`config.mk`:
```
export PLATFORM = sky130hd
export DESIGN_NAME = cgra_csr_manager
export DESIGN_NICKNAME = d
export VERILOG_FILES = /design/src/rtl/cgra_csr_manager.sv
export SDC_FILE = /design/constraint.sdc
export NUM_CORES = 1
export LEC_CHECK = 0
export ABC_CLOCK_PERIOD_IN_PS = 3200
export BUFFER_PORTS_ARGS = -buffer_cell sky130_fd_sc_hd__buf_4
export CAP_MARGIN = 20
export CORE_MARGIN = 1.5
export CORE_UTILIZATION = 45
export CTS_CLUSTER_DIAMETER = 80
export DETAILED_ROUTE_END_ITERATION = 16
export PLACE_DENSITY = 0.79
export SYNTH_ARGS = -nofsm -noshare
export SYNTH_HDL_FRONTEND = slang
export SYNTH_SLANG_ARGS = --single-unit
```
`constraint.sdc`:
```
create_clock -name clk_i -period 3.2 [get_ports clk_i]
set_input_delay 0.48 -clock clk_i [delete_from_list [all_inputs] [get_ports clk_i]]
set_output_delay 0.48 -clock clk_i [all_outputs]
set_load 0.01 [all_outputs]
```
`src/rtl/cgra_csr_manager.sv`:
```
// CSR responder for the CGRA: config bank, START command, STATUS/PERF, launch sequencing.
// Ports: clk_i/rst_ni, io_csr_req_* / io_csr_rsp_* channel, cgra_cfg_o, cgra_start_o, cgra_done_i.
module cgra_csr_manager #(
  parameter int unsigned NumRwCsr  = 8,
  parameter int unsigned DataWidth = 32,
  parameter int unsigned AddrWidth = 32
) (
  input  logic                          clk_i,
  input  logic                          rst_ni,
  input  logic [DataWidth-1:0]          io_csr_req_bits_data_i,
  input  logic [AddrWidth-1:0]          io_csr_req_bits_addr_i,
  input  logic                          io_csr_req_bits_write_i,
  input  logic                          io_csr_req_valid_i,
  output logic                          io_csr_req_ready_o,
  output logic [DataWidth-1:0]          io_csr_rsp_bits_data_o,
  output logic                          io_csr_rsp_valid_o,
  input  logic                          io_csr_rsp_ready_i,
  output logic [NumRwCsr*DataWidth-1:0] cgra_cfg_o,
  output logic                          cgra_start_o,
  input  logic                          cgra_done_i
);

  typedef enum logic {
    IDLE,
    RUN
  } state_e;

  localparam logic [AddrWidth-1:0] AddrStart  = AddrWidth'(NumRwCsr);
  localparam logic [AddrWidth-1:0] AddrStatus = AddrWidth'(NumRwCsr + 1);
  localparam logic [AddrWidth-1:0] AddrPerf   = AddrWidth'(NumRwCsr + 2);

  state_e               state;
  logic [DataWidth-1:0] cfg_q [NumRwCsr];
  logic [DataWidth-1:0] perf_q;
  logic                 done_q;

  logic                 is_cfg;
  logic                 is_start;
  logic                 is_status;
  logic                 is_perf;
  logic                 run;
  logic                 acc;
  logic                 rd_acc;
  logic                 wr_acc;
  logic [DataWidth-1:0] cfg_rd;
  logic [DataWidth-1:0] status;
  logic [DataWidth-1:0] rd_data;

  assign run       = (state == RUN);
  assign is_cfg    = io_csr_req_bits_addr_i < AddrStart;
  assign is_start  = io_csr_req_bits_addr_i == AddrStart;
  assign is_status = io_csr_req_bits_addr_i == AddrStatus;
  assign is_perf   = io_csr_req_bits_addr_i == AddrPerf;

  // Stall a read while the single response slot is occupied and not
  // draining; stall config writes while a launch is in flight.
  always_comb begin
    io_csr_req_ready_o = 1'b1;
    if (!io_csr_req_bits_write_i && io_csr_rsp_valid_o && !io_csr_rsp_ready_i)
      io_csr_req_ready_o = 1'b0;
    if (io_csr_req_bits_write_i && is_cfg && run)
      io_csr_req_ready_o = 1'b0;
  end

  assign acc    = io_csr_req_valid_i && io_csr_req_ready_o;
  assign rd_acc = acc && !io_csr_req_bits_write_i;
  assign wr_acc = acc && io_csr_req_bits_write_i;

  always_comb begin
    cfg_rd = '0;
    for (int k = 0; k < int'(NumRwCsr); k++)
      if (io_csr_req_bits_addr_i == AddrWidth'(k))
        cfg_rd = cfg_q[k];
  end

  always_comb begin
    status    = '0;
    status[0] = run;
    status[1] = done_q;
  end

  always_comb begin
    rd_data = '0;
    unique case (1'b1)
      is_cfg:    rd_data = cfg_rd;
      is_status: rd_data = status;
      is_perf:   rd_data = perf_q;
      default:   rd_data = '0;
    endcase
  end

  for (genvar k = 0; k < int'(NumRwCsr); k++) begin : g_cfg
    assign cgra_cfg_o[k*DataWidth +: DataWidth] = cfg_q[k];
  end

  always_ff @(posedge clk_i or negedge rst_ni) begin
    if (!rst_ni) begin
      state                  <= IDLE;
      perf_q                 <= '0;
      done_q                 <= 1'b0;
      cgra_start_o           <= 1'b0;
      io_csr_rsp_valid_o     <= 1'b0;
      io_csr_rsp_bits_data_o <= '0;
      for (int k = 0; k < int'(NumRwCsr); k++)
        cfg_q[k] <= '0;
    end else begin
      if (rd_acc) begin
        io_csr_rsp_valid_o     <= 1'b1;
        io_csr_rsp_bits_data_o <= rd_data;
      end else if (io_csr_rsp_ready_i) begin
        io_csr_rsp_valid_o <= 1'b0;
      end

      if (wr_acc && is_cfg)
        for (int k = 0; k < int'(NumRwCsr); k++)
          if (io_csr_req_bits_addr_i == AddrWidth'(k))
            cfg_q[k] <= io_csr_req_bits_data_i;

      cgra_start_o <= 1'b0;
      unique case (state)
        IDLE: begin
          if (wr_acc && is_start && io_csr_req_bits_data_i[0]) begin
            state        <= RUN;
            cgra_start_o <= 1'b1;
            perf_q       <= '0;
            done_q       <= 1'b0;
          end
        end
        RUN: begin
          // The completion cycle still counts as a run cycle.
          if (perf_q != '1)
            perf_q <= perf_q + 1'b1;
          if (cgra_done_i) begin
            state  <= IDLE;
            done_q <= 1'b1;
          end
        end
        default: state <= IDLE;
      endcase
    end
  end

endmodule

```
==> After elaboration in Yosys (flattened, before gate mapping) <==
Cells that the tools add are included.
{ "op_classes": {"mux": 23, "n_mul": 0, "div": 0, "bitwise_logic": 1, "n_reduce_logical": 24, "n_eq_ne": 14, "n_addsub": 1, "n_shift": 0, "n_lt_le_gt_ge": 1} }
{ "op_table": {"columns": ["op", "n"], "rows": [
  ["$mux 32", 10],
  ["$eq 32x3->1 const B", 4],
  ["$eq 32x4->1 const B", 3],
  ["$pmux 32 s3", 1],
  ["$eq 32x2->1 const B", 2],
  ["$pmux 32 s2", 1],
  ["$add 32x1->32 const B", 1],
  ["$eq 32x1->1 const B", 1],
  ["$logic_not 32->1", 1],
  ["$lt 32x4->1 const B", 1],
  ["$ne 32x32->1 const B", 1],
  ["$reduce_and 2->1", 10],
  ["$logic_and 1x1->1", 10],
  ["$mux 1", 9],
  ["$ne 2x2->1 const B", 2],
  ["$pmux 1 s2", 2],
  ["$logic_not 1->1", 2],
  ["$ne 2x1->1 const B", 1],
  ["$reduce_bool 2->1", 1],
  ["$not 1->1", 1]
]} }
{ "word_totals": {"ram_bits": 0, "inputBits": 70, "memories": 0, "latchBits": 0, "romBits": 0, "reg_bits": 324} }

==> Logic depth before layout (Yosys ltp) <==
Gate-level depths: netlist of the first run.
{ "depth": {"word_depth": 11, "ltp_mapped": 9} }

==> Worst setup path after synthesis of the first run <==
OpenSTA, ideal clock, no wires.
{ "synth_timing": {"path_kind": "input-to-reg", "from": "input port io_csr_req_bits_addr_i[22]", "to": "register cfg_q, in the netlist cgra_cfg_o[66]", "setup_slack_ps": 1071, "t_required_ps": 3075, "t_arrival_ps": 2004, "path_buffers": 2, "path_stages": 7, "cell_sequence": "nor4_2 and4_1 buf_2 nand3_2 nor2_2 buf_4 mux2_2"} }
{ "synth_via": {"elab_chain_cells": 8} }
{ "synth_rtl": {"columns": ["element", "line_no", "text"], "rows": [
  ["from (decl)", "11", "input logic [AddrWidth-1:0] io_csr_req_bits_addr_i,"],
  ["$lt 32x4->1", "50", "assign is_cfg = io_csr_req_bits_addr_i < AddrStart;"],
  ["$logic_and 1x1->1 (2 in series)", "61", "if (io_csr_req_bits_write_i && is_cfg && run)"],
  ["$mux 1", "61", null],
  ["$logic_and 1x1->1", "65", "assign acc = io_csr_req_valid_i && io_csr_req_ready_o;"],
  ["$logic_and 1x1->1", "67", "assign wr_acc = acc && io_csr_req_bits_write_i;"],
  ["$logic_and 1x1->1", "114", "if (wr_acc && is_cfg)"],
  ["$reduce_and 2->1 (no source line) (*)", null, null],
  ["to (signal, indexed assignment)", "117", "cfg_q[k] <= io_csr_req_bits_data_i;"],
  ["to (decl)", "33", "logic [DataWidth-1:0] cfg_q [NumRwCsr];"]
]} }
Mark *: on every way between the ends. The rest lies on a longest branch, timed or not.
A chain may end at the register's enable or synchronous reset.

==> Final worst setup path of the first run <==
{ "layout_timing": {"from": "input port io_csr_req_bits_addr_i[17]", "to": "output port io_csr_req_ready_o"} }
{ "layout_via": {"elab_chain_cells": 4} }
{ "layout_rtl": {"columns": ["element", "line_no", "text"], "rows": [
  ["$lt 32x4->1", "50", null],
  ["$logic_and 1x1->1 (2 in series)", "61", null],
  ["$mux 1", "61", null],
  ["to (decl)", "14", "output logic io_csr_req_ready_o,"]
]} }
No other way between the ends.

==> results.md, run 1 <==
* Final nets at roughly 1700
* Crit path capture type: output pin
* Initial DRC count at 1102
* Distinct cells, synth at 68
* Tightest Pin Transition at 0.779 ns
* P_leak at between 0.01 and 0.015 uW
* Remaining global-route overflow at 0
* Antenna viol nets, final at 0
* Worst-case clock skew at around 0.021 ns
* Status: finished, violations left
* Ranking of synthesized cells by area: dfrtp_1 52%, mux2_2 15%, mux2_4 2.9%
* H-tree levels at 2
* PortBufs at 360
* Fillers at between 2000 and 3000
* Clk sink count at between 300 and 400
* Internal reg-to-reg setup slack at a little under 0.9 ns
* R2r startpoint: run
* Final Total Pwr at 8980 uW
* # setup viols final at 0
* First-pass GRT wire length at between 80000 and 90000 um
* Worst vdd ir at 0.459 mV
* Crit path max fanout at 3
* Register bit count reported by yosys at approximately 320
* Root Driver: clkbuf_16
* Cts hold-fix bufs at 0
* Initial Utilization at 0.456
* Reg2Reg Depth at 6
* Most frequent cells in the layout: 402 x buf_4, 324 x dfrtp_1, 212 x mux2_2, 99 x nand2_1, 63 x nor2_1
* Data required time at the worst endpoint at approximately 2.7 ns
* Async SR Flop Fraction at 1.00
* Setup repair bufs after CTS at 0
* Final wirelength at 53300 um
* Row Count at 68
* Most common cell after layout, fill and taps aside: buf_4
* RSZ-0062 raised after global routing: no
* IO Pins at 361
* Initial antenna violation count at 0
* Core Area at between 30000 and 40000 um^2
* Gpl congestion at approximately 0.92
* Fmax at 427 MHz
* Register clock-pin slew on the reported worst setup and hold paths at 0.06 ns
* DR vias/cell at roughly 6.1
* Maxcap violations at 0
* Tightest Hold Check Type: in2async
* CTS tree: done
* Via Count at around 13000
* CP arrival at 1.86 ns
* Vias in the first global route at ~13000
* Dpl hpwl at ~37000 um
* Power Dens Cells at between 400 and 500 nW/um^2
* Final non-filler cell total at approximately 2200
* Seq/Total Area, Yosys at 0.517
* Overall Global Routing Usage at 0.292
* Final hold viol count at 17
* Final min period at about 2.3 ns
* Pins over their slew limit at 0
* Post-DP Area at approximately 19000 um^2
* Cell Count Post-Placement at approximately 2100
* Post-synth EDFFs at 0
* Cell taking the most area after synthesis: dfrtp_1
* Largest net degree at the start of global routing at between 90 and 100
* Wire per inst at 24.8 um
* Die Y at approximately 190 um
* Yosys Warn Count at 0
* DRC at 0
* Post-route design area at approximately 20000 um^2
* TritonCTS buffer count at 34
* Drt pass-1 iters at 5
* Antenna Cells at 0
* WHS at -0.0132 ns
* Final worst path period share at 0.732
* Net Count, Synth at roughly 1400
* Startpoint Class: input pin
* R2r endpoint: cgra_cfg_o[88]
* Syn_area_per_cell at between 10 and 15 um^2
* Clk Latency, worst-skew pair at roughly 0.52 ns
* Share of layout cells above drive strength 1 at 0.442
* Clk buf depth at 3
* Layout area overhead at 28.5%
* Setup TNS after final layout at 0 ns
* Cells after synthesis at 1322
* Die Area at around 36000 um^2
* Failing checks: hold timing
* Top FF cell, synth: dfrtp_1
* Mapped Area at 15700 um^2
* Post-CTS sizing at 0
* Share of the synthesized area in the top cell type at 0.517
* Rel. slew slack at 0.478
* Setup Crit Path Kind: in2out
* Die width at 190 um
how the worst max path moves through the flow:
| stage | startpoint | endpoint | slack (ns) | depth (start not counted) |
|---|---|---|---|---|
| after floorplan | io_csr_req_bits_addr_i[22] | cgra_cfg_o[66] | 1.07 | 7 |
| after global placement | io_csr_req_bits_addr_i[10] | cgra_cfg_o[234] | 0.53 | 7 |
| after detailed placement | io_csr_req_bits_addr_i[26] | cgra_cfg_o[118] | 0.45 | 7 |
| after CTS | io_csr_req_bits_addr_i[17] | io_csr_req_ready_o | 0.86 | 6 |
| after global routing | perf_q[12] | perf_q[22] | 0.71 | 5 |
| final | io_csr_req_bits_addr_i[17] | io_csr_req_ready_o | 0.86 | 6 |
kinds of logic after synthesis:
group           count (synthesis)  share of synthesized area
simple gates                  339                      0.115
flops                         324                      0.517
mux                           293                      0.217
compound gates                249                      0.111
buf+inv                       111                     0.0362
xor+xnor                        5                    0.00279
fa+ha+maj                       1                   0.000798
worst max-delay path, stage by stage:
cell and delay (ns):
buf_4 0.11, nor4_1 0.39, nand4_1 0.34, nor3_4 0.27, a31oi_1 0.11, buf_4 0.15
synthesized netlist by cell type, drive strengths merged, types with 14 or more instances:
| cell type | number |
|---|---|
| dfrtp | 324 |
| mux2 | 258 |
| nand2 | 100 |
| nor2 | 66 |
| buf | 59 |
| a21oi | 45 |
| clkbuf | 37 |
| o21ai | 37 |
| or3 | 36 |
| mux2i | 32 |
| nand3 | 30 |
| nand4 | 24 |
| o211ai | 22 |
| o31ai | 21 |
| a22oi | 17 |
| o22ai | 16 |
| inv | 15 |
| a211oi | 14 |
| or2 | 14 |
where the power goes:
part           switching (uW)  internal (uW)
clock                    1640           2570
combinational             394            207
sequential               41.1           4120
total                    2080           6900
layer usage:
layer | GRT usage | vias up | part of all wire
met2 | 0.455 | 656 | 0.46
met1 | 0.399 | 6628 | 0.41
met3 | 0.0546 | 137 | 0.079
met4 | 0.127 | 0 | 0.047
met5 | 0 | - | 0
li1 | - | 5613 | -
through the flow:
stage | setup slack [ns] | util
after detailed placement | 0.445 | 0.551
after global routing | 0.708 | 0.586
after CTS | 0.859 | 0.586
final | 0.857 | 0.586
after floorplan | 1.07 | -
after global placement | 0.527 | 0.551
flip-flops by register name (all words and copies together), names as in the netlist:
register	count
cgra_cfg_o	256
run	1
cgra_start_o	1
io_csr_rsp_bits_data_o	32
io_csr_rsp_valid_o	1
done_q	1
perf_q	32
area by class of cell:
type                       instances  area, um^2  area share
sequential                       324        8110       0.403
multi-input combinational        887        7020       0.349
timing repair buffer             411        3190       0.159
clock buffer                      52        1040      0.0518
tap                              455         569      0.0283
clock inverter                     9         148     0.00733
inverter                          15        56.3     0.00280
(Power assumes the default switching activity.)
==> run 2: changes to the inputs <==
--- a/config.mk
+++ b/config.mk
@@ -5,7 +5,8 @@
 export SDC_FILE = /design/constraint.sdc
 export NUM_CORES = 1
 export LEC_CHECK = 0
-export ABC_CLOCK_PERIOD_IN_PS = 3200
+export ABC_AREA = 1
+export ABC_CLOCK_PERIOD_IN_PS = 2300
 export BUFFER_PORTS_ARGS = -buffer_cell sky130_fd_sc_hd__buf_4
 export CAP_MARGIN = 20
 export CORE_MARGIN = 1.5
==> constraint.sdc (replaced) <==
create_clock -name clk_i -period 2.3 [get_ports clk_i]
set_input_delay 0.345 -clock clk_i [delete_from_list [all_inputs] [get_ports clk_i]]
set_output_delay 0.345 -clock clk_i [all_outputs]
set_load 0.01 [all_outputs]
==> run 2 against run 1 <==
Compared with the run above: the flow now finishes without violations; sequential share of layout area down 1.5 points; area after synthesis down 1.6%; clock skew down 0.0016 ns; flip-flop and latch count unchanged; critical endpoint unchanged; largest cell class unchanged.
==> results.md, run 2 <==
* Sw Share at 0.228 (was 0.231)
* P_leak at 0.0107 uW (was 0.0101 uW)
* Clk buf depth at 3 (unchanged)
* Ranking of synthesized cells by area: dfrtp_1 53%, nand2_1 17%, o21ai_0 6.4% (was dfrtp_1 52%, mux2_2 15%, mux2_4 2.9%)
* Die Area at 35400 um^2 (was 35900 um^2)
* Initial Utilization at 0.459 (was 0.456)
* Wire per inst at 19.9 um (was 24.8 um)
* DR vias/cell at 5.44 (was 6.05)
* Setup TNS after final layout at 0 ns (unchanged)
* Remaining global-route overflow at 0 (unchanged)
* DRC at 0 (unchanged)
* Net Count, Synth at 2024 (was 1393)
* WHS Path Cells at 2
* Register bit count reported by yosys at 324 (unchanged)
* Core Area at 33600 um^2 (was 34400 um^2)
* Worst vdd ir at 0.561 mV (was 0.459 mV)
* Clk Latency, worst-skew pair at 0.53 ns (was 0.52 ns)
* H-tree levels at 2 (unchanged)
* Final min period at between 2 and 2.5 ns
* Power share of the clock group at 0.472 (was 0.469)
* Status: finished clean (was finished, violations left)
* Layout area overhead at 35.7% (was 28.5%)
* Final non-filler cell total at 2868 (was 2153)
* Comb pwr share at 0.050 (was 0.067)
* Top FF cell, synth: dfrtp_1 (unchanged)
* First-pass GRT wire length at 88000 um (was 80100 um)
* Syn_area_per_cell at 7.90 um^2 (was 11.9 um^2)
* Count leader, synth: nand2_1 (was dfrtp_1)
* WHS at 0.0170 ns (was -0.0132 ns)
* Cell taking the most area after synthesis: dfrtp_1 (unchanged)
* Setup repair bufs after CTS at 0 (unchanged)
* Startpoint Class: input pin (unchanged)
* List of most frequent post-synthesis cells: 709 x nand2_1, 324 x dfrtp_1, 197 x o21ai_0 (was 324 x dfrtp_1, 212 x mux2_2, 99 x nand2_1)
* Share of the synthesized area in the top cell type at 0.526 (was 0.517)
* Power Dens Cells at 578 nW/um^2 (was 446 nW/um^2)
* Die width at 188 um (was 190 um)
* Crit path max fanout at 3 (unchanged)
* Mapped Area at 15400 um^2 (was 15700 um^2)
* CP arrival at 1.86 ns (about the same)
* Distinct cells, synth at 35 (was 68)
* Die Y at 188 um (was 190 um)
* Gpl congestion at 1.01 (was 0.918)
* Root Driver: clkbuf_16 (unchanged)
* Clk sink count at 324 (unchanged)
* Overall Global Routing Usage at 0.323 (was 0.292)
* RSZ-0062 raised after global routing: no (unchanged)
* Async SR Flop Fraction at 1.00 (unchanged)
* Share of layout cells above drive strength 1 at 0.256 (was 0.442)
* IO Pins at 361 (unchanged)
* Cell Count Post-Placement at 2804 (was 2092)
* Antenna viol nets, final at 0 (unchanged)
* Initial DRC count at 1511 (was 1102)
* Via Count at 15600 (was 13000)
* Final worst path period share at 0.957
* Initial antenna violation count at 1 (was 0)
* Seq/Total Area, Yosys at 0.526 (was 0.517)
* Vias in the first global route at 15100 (was 12900)
* Maxcap violations at 0 (unchanged)
* Final nets at 2466 (was 1744)
* Final hold viol count at 0 (was 17)
* Post-synth EDFFs at 0 (unchanged)
* Cells after synthesis at 1953 (was 1322)
* Setup Crit Path Kind: in2out (unchanged)
* Pre-CTS setup slack at -0.278 ns (was 0.445 ns)
* Yosys Warn Count at 0 (unchanged)
* Largest net degree at the start of global routing at 78 (was 98)
* Drt pass-1 iters at 5 (unchanged)
* Pins over their slew limit at 0 (unchanged)
* CTS tree: done (unchanged)
* Reg2Reg Depth at 11 (was 6)
* Row Count at 67 (was 68)
* Data required time at the worst endpoint at 1.96 ns (was 2.72 ns)
* Tightest Pin Transition at 0.743 ns (was 0.779 ns)
* TritonCTS buffer count at 36 (was 34)
* Most frequent cells in the layout: 707 x nand2_1, 465 x buf_4, 324 x dfrtp_1, 197 x o21ai_0, 153 x nor2_1 (was 402 x buf_4, 324 x dfrtp_1, 212 x mux2_2, 99 x nand2_1, 63 x nor2_1)
* Final wirelength at 57000 um (was 53300 um)
* Fmax at approximately 450 MHz
* Internal power at 9330 uW (was 6900 uW)
* # setup viols final at 0 (unchanged)
* Worst-case clock skew at 0.0195 ns (was 0.0211 ns)
* Tightest Hold Check Type: in2reg (was in2async)
* Number of flip-flops in the largest register at 256 (unchanged)
* Crit path capture type: output pin (unchanged)
* PortBufs at 360 (unchanged)
* Rel. slew slack at 0.505 (was 0.478)
* Register clock-pin slew on the reported worst setup and hold paths at 0.06 ns (about the same)
* Dpl hpwl at 43000 um (was 37200 um)
* NetSw at 2760 uW (was 2080 uW)
* Seq pwr share at 0.478 (was 0.464)
* Most common cell after layout, fill and taps aside: nand2_1 (was buf_4)
* Final worst slack at 0.0995 ns (was 0.857 ns)
[run 2: changes by cell type after synthesis, sizes merged, moves of 16 or more]
cell,previous run,this run
a22oi,17,0
inv,15,121
mux2,258,0
mux2i,32,0
nand2,100,718
nand3,30,62
nor2,66,169
nor3,5,58
o211ai,22,0
o21ai,37,280
o22ai,16,0
o31ai,21,0
or3,36,0
[run 2: repair_timing]
action | in CTS | in global routing
gates cloned | 0 | 0
setup endpoints to repair | 1 | 9
hold endpoints to repair | 63 | 0
pin swaps | 0 | 1
hold buffers | 1 | 0
gates resized for setup | 1 | 12
[run 2: stage by stage]
stage	util	instance area (um^2)	power, uW
floorplan	-	15400	6060
global placement	0.586	19700	6480
detailed placement	0.586	19700	6490
CTS	0.621	20900	12200
global route	0.623	20900	12500
finish	0.623	20900	12100
[run 2: final timing paths]
path	startpoint	to	slack, ns
setup reg to reg	perf_q[0]	perf_q[31]	0.25
max in group asynchronous	rst_ni	cgra_cfg_o[35]	1.06
min in group asynchronous	rst_ni	io_csr_rsp_bits_data_o[5]	0.41
hold reg to reg	io_csr_rsp_bits_data_o[17]	io_csr_rsp_bits_data_o[17]	0.48
setup / recovery	io_csr_req_bits_addr_i[23]	io_csr_req_ready_o	0.1
hold / removal	cgra_done_i	run	0.02
[run 2: kinds of logic (layout without fill, tap and decap cells)]
logic type | after synthesis | count (layout) | synth area share
AND/OR/NAND/NOR | 1049 | 1049 | 0.283
AO/OA/AOI/OAI | 339 | 339 | 0.116
flip-flops | 324 | 324 | 0.526
buffers and inverters | 219 | 685 | 0.0623
XOR/XNOR | 21 | 21 | 0.0119
adder cells (fa/ha/maj) | 1 | 1 | 0.000811
other | 0 | 1 | 0
[run 2: critical path, stage by stage]
cell	delay, ns
buf_4	0.11
nor2_1	0.10
nand2_1	0.08
nor2_2	0.25
nand2_4	0.15
nor2_8	0.12
nand2_4	0.08
nor2_8	0.11
buf_4	0.12
a31oi_1	0.09
buf_4	0.16
buf_4	0.13
[run 2: layout make-up]
cell class,count,area [um^2]
Fill cell,2925,12700
Tap cell,448,561
Clock buffer,52,1040
Timing Repair Buffer,501,4200
Inverter,122,458
Antenna cell,1,2.50
Sequential cell,324,8110
Clock inverter,10,110
Multi-Input combinational cell,1410,6450
[run 2: power groups by stage]
stage / clock [uW] / sequential (uW) / combinational, uW
after floorplan: 0 / 5890 / 166
after global placement: 0 / 5880 / 593
after detailed placement: 0 / 5880 / 601
after CTS: 5780 / 5780 / 604
after global routing: 6010 / 5780 / 666
final: 5710 / 5780 / 603
[run 2: per-layer routing]
layer	part of all wire	vias up	GRT usage
li1	-	7188	-
met1	0.38	7456	0.395
met3	0.084	161	0.0582
met2	0.49	794	0.545
met4	0.054	0	0.171
met5	0	-	0
==> run 3: changes to the inputs <==
--- a/config.mk
+++ b/config.mk
@@ -14,6 +14,7 @@
 export CTS_CLUSTER_DIAMETER = 80
 export DETAILED_ROUTE_END_ITERATION = 16
 export PLACE_DENSITY = 0.79
+export RECOVER_POWER = 100
 export SYNTH_ARGS = -nofsm -noshare
 export SYNTH_HDL_FRONTEND = slang
 export SYNTH_SLANG_ARGS = --single-unit
==> run 3 against run 2 <==
Compared with the run above: design area is 7.2% lower; flip-flop and latch count stayed put; total power is 0.12% lower; wire length is 0.20% higher; sequential power hardly changed; clock skew is 0.00056 ns higher; global-route usage stayed put; largest cell class unchanged; worst hold slack hardly changed; largest power group unchanged.
==> results.md, run 3 (synthesis results as in run 2) <==
* Root Driver: clkbuf_16 (unchanged)
* Final worst path period share at 0.957 (about the same)
* Worst-case clock skew at 0.0201 ns (was 0.0195 ns)
* Final Total Pwr at 12100 uW (about the same)
* Clk sink count at 324 (unchanged)
* Fillers at 3302 (was 2925)
* Die Area at 35400 um^2 (unchanged)
* Largest net degree at the start of global routing at 78 (unchanged)
* Clk buf depth at 3 (unchanged)
* Tightest Hold Check Type: in2reg (unchanged)
* Wire per inst at 19.9 um (about the same)
* Pins over their slew limit at 0 (unchanged)
* Crit path capture type: output pin (unchanged)
* Power Dens Cells at 622 nW/um^2 (was 578 nW/um^2)
* # setup viols final at 0 (unchanged)
* Seq pwr share at 0.479 (was 0.478)
* Final wirelength at 57100 um (was 57000 um)
* Comb pwr share at 0.047 (was 0.050)
* Die width at 188 um (unchanged)
* Vias in the first global route at 15100 (unchanged)
* Initial DRC count at 1370 (was 1511)
* H-tree levels at 2 (unchanged)
* Dpl hpwl at 43000 um (unchanged)
* Worst vdd ir at 0.559 mV (was 0.561 mV)
* CP Buf/Inv Count at 4 (unchanged)
* P_leak at 0.00928 uW (was 0.0107 uW)
* DRC at 0 (unchanged)
* Crit path cell chain: clkbuf_4 -> nor2_1 -> nand2_1 -> nor2_2 -> nand2_4 -> nor2_8 -> nand2_4 -> nor2_8 -> buf_4 -> a31oi_1 -> buf_4 -> clkbuf_4 (was buf_4 -> nor2_1 -> nand2_1 -> nor2_2 -> nand2_4 -> nor2_8 -> nand2_4 -> nor2_8 -> buf_4 -> a31oi_1 -> buf_4 -> buf_4)
* TritonCTS buffer count at 36 (unchanged)
* First-pass GRT wire length at 88000 um (unchanged)
* Slowest CP cell: nor2_2 (unchanged)
* IO Pins at 361 (unchanged)
* Row Count at 67 (unchanged)
* Overall Global Routing Usage at 0.323 (unchanged)
* Internal power at 9310 uW (was 9330 uW)
* Initial antenna violation count at 1 (unchanged)
* Final nets at 2466 (unchanged)
* Startpoint Class: input pin (unchanged)
* WHS at 0.0172 ns (was 0.0170 ns)
* Maxcap violations at 0 (unchanged)
* Gpl congestion at 1.01 (unchanged)
* PortBufs at 360 (unchanged)
* Core Area at 33600 um^2 (unchanged)
* Register clock-pin slew on the reported worst setup and hold paths at 0.06 ns (about the same)
* Antenna viol nets, final at 0 (unchanged)
* Seq. cell area at 8110 um^2 (unchanged)
* Remaining global-route overflow at 0 (unchanged)
* Die Y at 188 um (unchanged)
* Drt pass-1 iters at 5 (unchanged)
* Rel. slew slack at 0.154 (was 0.505)
* Via Count at 15600 (about the same)
* Power share of the clock group at 0.474 (was 0.472)
* Crit path max fanout at 3 (unchanged)
* Area of the multi-input gates at 6350 um^2 (was 6450 um^2)
* Initial Utilization at 0.459 (unchanged)
* Setup Crit Path Kind: in2out (unchanged)
* Sw Share at 0.229 (was 0.228)
* Setup repair bufs after CTS at 0 (unchanged)
* Share of layout cells above drive strength 1 at 0.122 (was 0.256)
* CP arrival at 1.86 ns (about the same)
* Final min period at 2.20 ns (about the same)
* Final hold viol count at 0 (unchanged)
* Crit path largest cell delay at 0.25 ns (about the same)
* Layout area overhead at 25.9% (was 35.7%)
* CP top delay family: simple AND/OR/NAND/NOR gates (unchanged)
* Data required time at the worst endpoint at 1.96 ns (about the same)
* NetSw at 2760 uW (about the same)
* Number of flip-flops in the largest register at 256 (unchanged)
* Most frequent cells in the layout: 707 x nand2_1, 324 x dfrtp_1, 310 x clkbuf_1, 254 x o21ai_0, 162 x buf_4 (was 707 x nand2_1, 465 x buf_4, 324 x dfrtp_1, 197 x o21ai_0, 153 x nor2_1)
* Status: finished clean (unchanged)
* Clk Latency, worst-skew pair at 0.53 ns (about the same)
* Fmax at 454 MHz (about the same)
* CTS tree: done (unchanged)
* DR vias/cell at 5.43 (was 5.44)
* Tightest Pin Transition at 1.27 ns (was 0.743 ns)
* RSZ-0062 raised after global routing: no (unchanged)
* Most common cell after layout, fill and taps aside: nand2_1 (unchanged)
-- run 3: cell count changes in the layout (fill, tap and decap cells not counted), moves of 21 or more --
| cell | previous run | this run |
|---|---|---|
| buf_4 | 465 | 162 |
| o21ai_1 | 60 | 24 |
| clkbuf_1 | 9 | 310 |
| o21ai_2 | 23 | 2 |
| buf_12 | 34 | 13 |
| o21ai_0 | 197 | 254 |
-- run 3: path summary, 6_finish.rpt --
| check | startpoint | to | slack (ns) | depth (start not counted) |
|---|---|---|---|---|
| max in group asynchronous | rst_ni | cgra_cfg_o[180] | 0.26 | 3 |
| worst min register to register | io_csr_rsp_bits_data_o[17] | io_csr_rsp_bits_data_o[17] | 0.47 | 2 |
| worst min-delay path | cgra_done_i | run | 0.02 | 2 |
| worst max-delay path | io_csr_req_bits_addr_i[23] | io_csr_req_ready_o | 0.1 | 12 |
| min in group asynchronous | rst_ni | io_csr_rsp_bits_data_o[5] | 0.64 | 2 |
| worst max register to register | run | perf_q[11] | 0.11 | 6 |
-- run 3: metrics by stage --
step / setup slack [ns] / utilization / cell area [um^2] / std cells / TNS (ns)
finish: 0.0980 / 0.578 / 19400 / 2868 / 0
global route: 0.0120 / 0.578 / 19400 / 2868 / 0
CTS: 0.0564 / 0.621 / 20900 / 2867 / 0
detailed placement: -0.278 / 0.586 / 19700 / 2804 / -50.44
global placement: -0.236 / 0.586 / 19700 / 2804 / -33.24
floorplan: 0.263 / - / 15400 / 1953 / 0
-- run 3: worst register-to-register path, delay by kind of cell, from the launching register on --
kind            cells  cell delay, ns
flops               1            0.53
compound gates      1            0.13
simple gates        4            1.27
buf+inv             1            0.13
-- run 3: cell type report --
class                      count  share of cell area
antenna                        1            0.000129
clock buffer                  52              0.0537
clock inverter                10             0.00567
inverter                     122              0.0236
multi-input combinational   1410               0.327
sequential                   324               0.417
tap                          448              0.0289
timing repair buffer         501               0.144
-- run 3: power groups by stage --
stage                     logic, uW  registers (uW)  clock network, uW
after floorplan                 166            5890                  0
after global placement          593            5880                  0
after detailed placement        601            5880                  0
after CTS                       604            5780               5780
after global routing            638            5780               6010
final                           573            5780               5720
-- run 3: repair_timing --
action                                  CTS  global route
resized for setup                         1            12
endpoints found under the setup margin    1             9
pin swaps                                 0             1
hold endpoints to repair                 63             0
hold buffers                              1             0
-- run 3: metal layers --
metal | track usage | vias up | part of all wire
met2 | 0.545 | 807 | 0.48
li1 | - | 7180 | -
met3 | 0.0582 | 165 | 0.085
met1 | 0.395 | 7432 | 0.38
met5 | 0 | - | 0
met4 | 0.171 | 0 | 0.055
